**config.mk**
```make
export PLATFORM = sky130hd
export DESIGN_NAME = tlm_hvl2hdl_arbiter
export DESIGN_NICKNAME = d
export VERILOG_FILES = /design/src/rtl/tlm_hvl2hdl_arbiter.sv
export SDC_FILE = /design/constraint.sdc
export NUM_CORES = 1
export LEC_CHECK = 0
export ABC_AREA = 1
export CAP_MARGIN = 20
export CORE_ASPECT_RATIO = 0.75
export CORE_MARGIN = 5
export CORE_UTILIZATION = 38
export CTS_BUF_LIST = sky130_fd_sc_hd__clkbuf_8
export CTS_CLUSTER_SIZE = 40
export DETAILED_ROUTE_END_ITERATION = 7
export MAX_ROUTING_LAYER = met4
export PLACE_DENSITY = 0.87
export SYNTH_ARGS = -nofsm -noshare
export SYNTH_HDL_FRONTEND = slang
export SYNTH_SLANG_ARGS = --single-unit
```
**constraint.sdc**
```tcl
create_clock -name clock -period 1.7 [get_ports clock]
set_input_delay 0.17 -clock clock [delete_from_list [all_inputs] [get_ports clock]]
set_output_delay 0.17 -clock clock [all_outputs]
set_load 0.03 [all_outputs]
```
**src/rtl/tlm_hvl2hdl_arbiter.sv**
```systemverilog
// Round-robin arbiter: merges Tnch ready/valid producer streams onto one
// registered ready/valid output, granting each channel up to Tburst beats.
module tlm_hvl2hdl_arbiter #(
    parameter int Tnch   = 4,
    parameter int Twidth = 32,
    parameter int Tburst = 4
) (
    input  logic                    clock,
    input  logic                    reset_n,
    input  logic [Tnch-1:0]         chan_en,
    input  logic [Tnch-1:0]         req_valid,
    output logic [Tnch-1:0]         req_ready,
    input  logic [Tnch*Twidth-1:0]  req_data,
    output logic                    out_valid,
    input  logic                    out_ready,
    output logic [Twidth-1:0]       out_data,
    output logic [$clog2(Tnch)-1:0] out_chan
);

    localparam int CHW  = $clog2(Tnch);
    localparam int CNTW = $clog2(Tburst + 1);

    typedef enum logic {
        IDLE = 1'b0,
        HOLD = 1'b1
    } state_t;

    state_t            r_state;
    logic [CHW-1:0]    r_grant;
    logic [CHW-1:0]    r_last;
    logic [CNTW-1:0]   r_burst_cnt;
    logic              r_out_valid;
    logic [Twidth-1:0] r_out_data;
    logic [CHW-1:0]    r_out_chan;

    state_t            w_next_state;
    logic [CHW-1:0]    w_next_grant;
    logic [CHW-1:0]    w_next_last;
    logic [CNTW-1:0]   w_next_cnt;
    logic              w_slot_free;
    logic              w_xfer;
    logic              w_burst_end;
    logic [Tnch-1:0]   w_cand;
    logic              w_found;
    logic [CHW-1:0]    w_pick;
    logic [CHW-1:0]    w_idx;
    logic [Twidth-1:0] w_sel_data;

    assign w_slot_free = !r_out_valid || out_ready;
    assign w_cand      = req_valid & chan_en;
    assign w_xfer      = (r_state == HOLD) && w_slot_free && req_valid[r_grant];
    assign w_burst_end = w_xfer && (r_burst_cnt == CNTW'(Tburst - 1));
    assign w_sel_data  = req_data[int'(r_grant)*Twidth +: Twidth];

    // Search starts just after the last served channel, so the previous owner
    // is considered only after every other eligible channel.
    always_comb begin
        // NOTE: every variable gets a default before any branch; a path that
        // leaves one unassigned would infer a latch.
        w_found = 1'b0;
        w_pick  = '0;
        w_idx   = '0;
        for (int k = 1; k <= Tnch; k++) begin
            w_idx = CHW'((int'(r_last) + k) % Tnch);
            if (!w_found && w_cand[w_idx]) begin
                w_found = 1'b1;
                w_pick  = w_idx;
            end
        end
    end

    always_comb begin
        w_next_state = r_state;
        w_next_grant = r_grant;
        w_next_last  = r_last;
        w_next_cnt   = r_burst_cnt;
        case (r_state)
            IDLE: begin
                if (w_found) begin
                    w_next_state = HOLD;
                    w_next_grant = w_pick;
                    w_next_cnt   = '0;
                end
            end
            HOLD: begin
                if (w_xfer) begin
                    w_next_cnt = r_burst_cnt + 1'b1;
                end
                // A disabled owner is dropped even under backpressure.
                if (w_burst_end || (w_slot_free && !req_valid[r_grant]) ||
                    !chan_en[r_grant]) begin
                    w_next_state = IDLE;
                    w_next_last  = r_grant;
                end
            end
            default: w_next_state = IDLE;
        endcase
    end

    always_comb begin
        req_ready = '0;
        if ((r_state == HOLD) && w_slot_free) begin
            req_ready[r_grant] = 1'b1;
        end
    end

    always_ff @(posedge clock or negedge reset_n) begin
        // NOTE: sequential state uses non-blocking assignments so every
        // register samples pre-edge values, independent of statement order.
        if (!reset_n) begin
            r_state     <= IDLE;
            r_grant     <= '0;
            r_last      <= CHW'(Tnch - 1);
            r_burst_cnt <= '0;
        end else begin
            r_state     <= w_next_state;
            r_grant     <= w_next_grant;
            r_last      <= w_next_last;
            r_burst_cnt <= w_next_cnt;
        end
    end

    // Output slot: loads on a transfer, empties when consumed, holds otherwise.
    always_ff @(posedge clock or negedge reset_n) begin
        if (!reset_n) begin
            r_out_valid <= 1'b0;
            r_out_data  <= '0;
            r_out_chan  <= '0;
        end else if (w_xfer) begin
            r_out_valid <= 1'b1;
            r_out_data  <= w_sel_data;
            r_out_chan  <= r_grant;
        end else if (out_ready) begin
            r_out_valid <= 1'b0;
        end
    end

    assign out_valid = r_out_valid;
    assign out_data  = r_out_data;
    assign out_chan  = r_out_chan;

endmodule

```
After elaboration in Yosys (flattened, before gate mapping)
Index checks and enable logic that the tools add are counted.
{"block": "op_classes", "magnitude_cmp": 6, "bitwise": 2, "shift": 1, "n_eq_ne": 3, "addsub": 5, "mux": 31, "reduce_logical": 21}
{"op": "128-bit by 8-bit indexed part select with 32-bit output", "count": 1}
{"op": "2-bit by 3-bit less-than comparator with 1-bit output, second input constant", "count": 5}
{"op": "1-bit two-way mux", "count": 15}
{"op": "1-bit binary-select mux with 2-bit select", "count": 6}
{"op": "1-bit logical AND", "count": 8}
{"op": "2-bit two-way mux", "count": 4}
{"op": "1-bit logical NOT", "count": 6}
{"op": "3-bit two-way mux", "count": 2}
{"op": "3-bit case mux with 2 select lines", "count": 1}
{"op": "2-bit AND reduction", "count": 3}
{"op": "2-bit by 1-bit adder with 2-bit output, second input constant", "count": 2}
{"op": "2-bit adder, second input constant", "count": 2}
{"op": "4-bit bitwise AND", "count": 1}
{"op": "4-bit two-way mux", "count": 1}
{"op": "3-bit by 1-bit adder with 3-bit output, second input constant", "count": 1}
{"op": "3-bit by 2-bit == test with 1-bit output, second input constant", "count": 1}
{"op": "1-bit logical OR", "count": 3}
{"op": "1-bit demux with 2-bit select", "count": 1}
{"op": "2-bit by 1-bit greater-or-equal comparator with 1-bit output, second input constant", "count": 1}
{"op": "2-bit by 1-bit != test with 1-bit output, second input constant", "count": 1}
{"op": "2-bit != test, second input constant", "count": 1}
{"op": "1-bit case mux with 2 select lines", "count": 1}
{"op": "2-bit nonzero test", "count": 1}
{"op": "1-bit NOT", "count": 1}
{"block": "word_totals", "output_inout_bits": 39, "inputBits": 139, "reg_bits": 43, "word_cells": 76}

Longest topological paths before layout
{"block": "logic_depth", "word_depth": 15, "depth_mapped": 10, "ltp_nobuf": 10}

Worst setup path before layout
No wires, ideal clock.
{"block": "synth_path", "kind": "flip-flop to output port", "from": "register r_grant[0]", "to": "output port req_ready[0]", "stages_incl_launch_ff": 5, "slack_ns": -0.093, "arrival_time_ns": 1.623, "required_ns": 1.530, "n_path_buf": 3, "path_cell_list": "dfrtp_1 buf_2 buf_2 buf_1 nor3_1"}
{"block": "synth_via", "elab_chain_len": 5, "word_cells_on_any_way": 6, "classes_between": "order compare (2); mux (3); reduce/logical (1)"}
{"element": "from (decl)", "line": "29", "rtl": "logic [CHW-1:0] r_grant;"}
{"element": "from (signal assigned)", "line": "117", "rtl": "r_grant <= w_next_grant;"}
{"element": "2-bit by 3-bit less-than comparator with 1-bit output (not written as such) / 2-bit by 1-bit greater-or-equal comparator with 1-bit output (equally long branches)", "line": "103", "rtl": "req_ready[r_grant] = 1'b1;"}
{"element": "1-bit logical AND (not written as such)", "line": "103"}
{"element": "1-bit two-way mux (not written as such)", "line": "103"}
{"element": "1-bit demux with 2-bit select *", "line": "103"}
{"element": "4-bit two-way mux *", "line": "102", "rtl": "if ((r_state == HOLD) && w_slot_free) begin"}
{"element": "to (decl)", "line": "12", "rtl": "output logic [Tnch-1:0] req_ready,"}
Every way passes the cells marked *; elsewhere a longest branch is shown, timed or not.

Final worst setup path
{"block": "layout_path", "from": "register r_last[0]", "to": "register r_grant[1]"}
{"block": "layout_via", "elab_chain_len": 14, "word_cells_on_any_way": 27, "classes_between": "add/sub (4); mux (16); reduce/logical (7)"}
{"element": "from (decl)", "line": "30", "rtl": "logic [CHW-1:0] r_last;"}
{"element": "from (signal assigned)", "line": "113", "rtl": "r_last <= CHW'(Tnch - 1);"}
{"element": "from (signal assigned)", "line": "118", "rtl": "r_last <= w_next_last;"}
{"element": "2-bit by 1-bit adder with 2-bit output", "line": "64", "rtl": "w_idx = CHW'((int'(r_last) + k) % Tnch);"}
{"element": "1-bit binary-select mux with 2-bit select", "line": "65", "rtl": "if (!w_found && w_cand[w_idx]) begin"}
{"element": "1-bit two-way mux (not written as such)", "line": "65"}
{"element": "1-bit two-way mux", "line": "65"}
{"element": "1-bit logical NOT", "line": "65"}
{"element": "1-bit logical AND", "line": "65"}
{"element": "1-bit two-way mux", "line": "65"}
{"element": "1-bit logical NOT", "line": "65"}
{"element": "1-bit logical AND", "line": "65"}
{"element": "1-bit two-way mux", "line": "65"}
{"element": "1-bit logical NOT", "line": "65"}
{"element": "1-bit logical AND", "line": "65"}
{"element": "1-bit two-way mux", "line": "65"}
{"element": "2-bit AND reduction (no source line)"}
Several ways; a longest one is shown, not always the timed one. The select of a mux whose other input is x is not followed.
A chain may end at the register's enable or synchronous reset.

==> summary.txt <==
Critical path
  – CP Cell Sequence: buf_6 > nand2_1 > nand2_2 > nand2_1 > nand2_1 > nand4_1 > nand2_2 > inv_1 > nand2_1 > nand2_1
  – Critical R2R Capture: r_grant[1]
  – Internal reg-to-reg setup slack: 60 ps
  – Reg2Reg Depth: 10
  – Crit. End Element: flop
  – Most common cell on crit path: nand2_1
  – CP max stage cell: dfstp_2
  – Worst Path Arrival: 1830 ps
  – Worst path required time: 1890 ps
  – Setup crit start kind: flop
  – Worst Path Max Fanout: 10
  – Crit-path max cell delay: 550 ps
  – Worst R2R Start: r_last[0]
  – Critical path class: flop to flop
  – Family with the most delay on the worst path: simple AND/OR/NAND/NOR gates
  – CP Buf/Inv Count: 2

Detailed routing
  – DRT iter0 DRCs: 253
  – ANT nets after route: 0
  – Average wire per standard cell: 15.8 um
  – Detailed-route DRC error count: 0
  – DR vias/cell: 5.10
  – Via Count: 3628
  – WL final: 11300 um
  – Pre-antenna DRT Iters: 5

STA
  – Clock skew: 4.84 ps
  – Achievable Freq: 0.611 GHz
  – Worst Max-Slew Pin Slew: 496 ps
  – Final setup viols: 0
  – Headroom to the max-slew limit: 66.9%
  – Min Tclk post-route: 1640 ps
  – WHS: 393 ps
  – Post-route clock period utilization: 96.2%
  – Worst Setup Slack, final: 64.0 ps
  – Fin. Hold Viols: 0
  – Max-slew violation count: 0

Yosys
  – YS warnings: 0
  – Mapped Area: 2820 um^2
  – Synth Instances: 431
  – Avg Inst Size Synth: 6.53 um^2
  – #FFs+latches synth: 43
  – Post-synthesis cell type count: 21
  – Mapped Nets: 572
  – Sequential share of the synthesized area: 38.3%

Final layout
  – Diodes inserted: 0
  – Nets: 751
  – Share of layout cells above drive strength 1: 7.86%
  – Commonest non-fill, non-tap cell in the layout: clkdlybuf4s50_1
  – Most frequent cells in the layout: 172 x clkdlybuf4s50_1, 166 x nand2_1, 104 x nand3_1, 40 x dfrtp_1, 22 x buf_4
  – Synthesis-to-finish area growth: 76.6%
  – Number of fill cells in the layout: 606

Place
  – Pre-CTS setup slack: -14.3 ps
  – IO buf count: 177
  – DP HPWL: 8990 um
  – Global placement routability congestion: 0.908

Clock network
  – Worst-skew pair later-pin latency: 300 ps
  – CTS clk-pin slew, worst paths: 80 ps
  – # H-tree levels: 2
  – CTS tree: yes
  – CTS Sinks: 43
  – Total CTS buffers: 5
  – Clk buf depth: 2
  – Root Driver: clkbuf_8

Global routing
  – All-Layer GR Usage: 24.9%
  – First-pass GRT wire length: 17800 um
  – Total gr overflow: 0
  – Initial antenna violation count: 0
  – Largest net degree at the start of global routing: 35
  – Vias in the first global route: 3698

Run status
  – Status: complete, no violations

Die
  – Num ports: 178
  – Die height: 84.5 um
  – FP Rows: 27
  – Die width: 109 um
  – Core region area: 7260 um^2
  – Die ar.: 9250 um^2
  – Starting Density: 38.8%

Hold path
  – Hold Crit Class: primary input to async pin

Pwr
  – Pwr dens: 1660 nW/um^2
  – Leakage: 2.24 nW
  – Worst IR Drop VDD: 699 uV

Run
  – Max-cap violation count: 0
through the flow:
stage	std cells	util [%]	power (mW)	TNS [ps]	cell area (um^2)
finish	712	68.5	8.27	0	4970
global route	712	68.5	8.95	-356	4970
CTS	711	68.0	8.22	0	4940
detailed placement	702	66.0	7.25	-14.3	4790
global placement	702	66.0	7.14	0	4790
floorplan	431	-	5.00	-186	2820
worst max path at each step:
stage                             from           end  slack, ps  depth (start not counted)
after floorplan             r_grant[0]  req_ready[0]        -90                          4
final                        r_last[0]    r_grant[1]         60                         10
after global placement    req_valid[2]    r_grant[1]          1                         11
after detailed placement  req_valid[3]  out_data[17]        -10                          9
after CTS                    r_last[0]    r_grant[1]          8                         10
after global routing        r_grant[1]  out_data[13]        -50                          8
timing repair:
| item | CTS | global route |
|---|---|---|
| hold buffers | 1 | 0 |
| resized for setup | 1 | 9 |
| pin swaps | 0 | 2 |
| setup endpoints to repair | 2 | 29 |
| hold endpoints to repair | 18 | 0 |
| setup buffers | 0 | 1 |
area by class of cell:
| cell class | count | area (um^2) | share of cell area, % |
|---|---|---|---|
| clock buffers | 5 | 68.8 | 1.38 |
| flip-flops and latches | 43 | 1080 | 21.7 |
| repair buffers | 201 | 1990 | 40.1 |
| well taps | 101 | 126 | 2.54 |
| inverters | 11 | 45.0 | 0.906 |
| multi-input cells | 348 | 1600 | 32.1 |
| clock inverters | 3 | 63.8 | 1.28 |
synth_stat cells:
master	count	area [um^2]
a21oi_1	19	95.1
and2_1	1	6.26
buf_1	3	11.3
buf_2	11	55.1
clkbuf_1	15	56.3
clkinv_1	1	3.75
dfrtp_1	41	1030
dfstp_2	2	52.6
ha_1	2	25.0
inv_1	8	30.0
inv_2	2	7.51
nand2_1	168	631
nand2_2	1	6.26
nand3_1	106	531
nand4_1	19	119
nor2_1	4	15.0
nor2_2	1	6.26
nor3_1	3	15.0
o21ai_0	21	105
o22ai_1	1	6.26
or2_0	2	12.5
flip-flops by register name (all words and copies together) (netlist names):
register	count
out_chan	2
out_data	32
out_valid	1
r_burst_cnt	3
r_grant	2
r_last	2
r_state	1
logic make-up after synthesis:
logic type | after synthesis | share of synthesized area, %
AO/OA/AOI/OAI | 41 | 7.33
flip-flops | 43 | 38.3
adder cells (fa/ha/maj) | 2 | 0.889
buffers and inverters | 40 | 5.82
AND/OR/NAND/NOR | 305 | 47.6
worst register-to-register path, stage by stage, from the launching register on:
cell	delay [ps]
dfstp_2	550
buf_6	140
nand2_1	70
nand2_2	110
nand2_1	60
nand2_1	90
nand4_1	170
nand2_2	190
inv_1	50
nand2_1	60
nand2_1	40
report_power, final:
group	internal (mW)	switching [mW]
logic	2.19	3.34
clock network	0.581	0.353
registers	1.50	0.307
total	4.27	4.00
routing by layer:
layer | global-route usage [%] | wire length, um | vias up
met3 | 8.30 | 1270 | 17
met2 | 42.3 | 5440 | 171
met4 | 5.78 | 156 | 0
li1 | - | - | 1814
met5 | - | 0 | -
met1 | 28.3 | 4420 | 1626
Power figures use the tool's default switching activity.
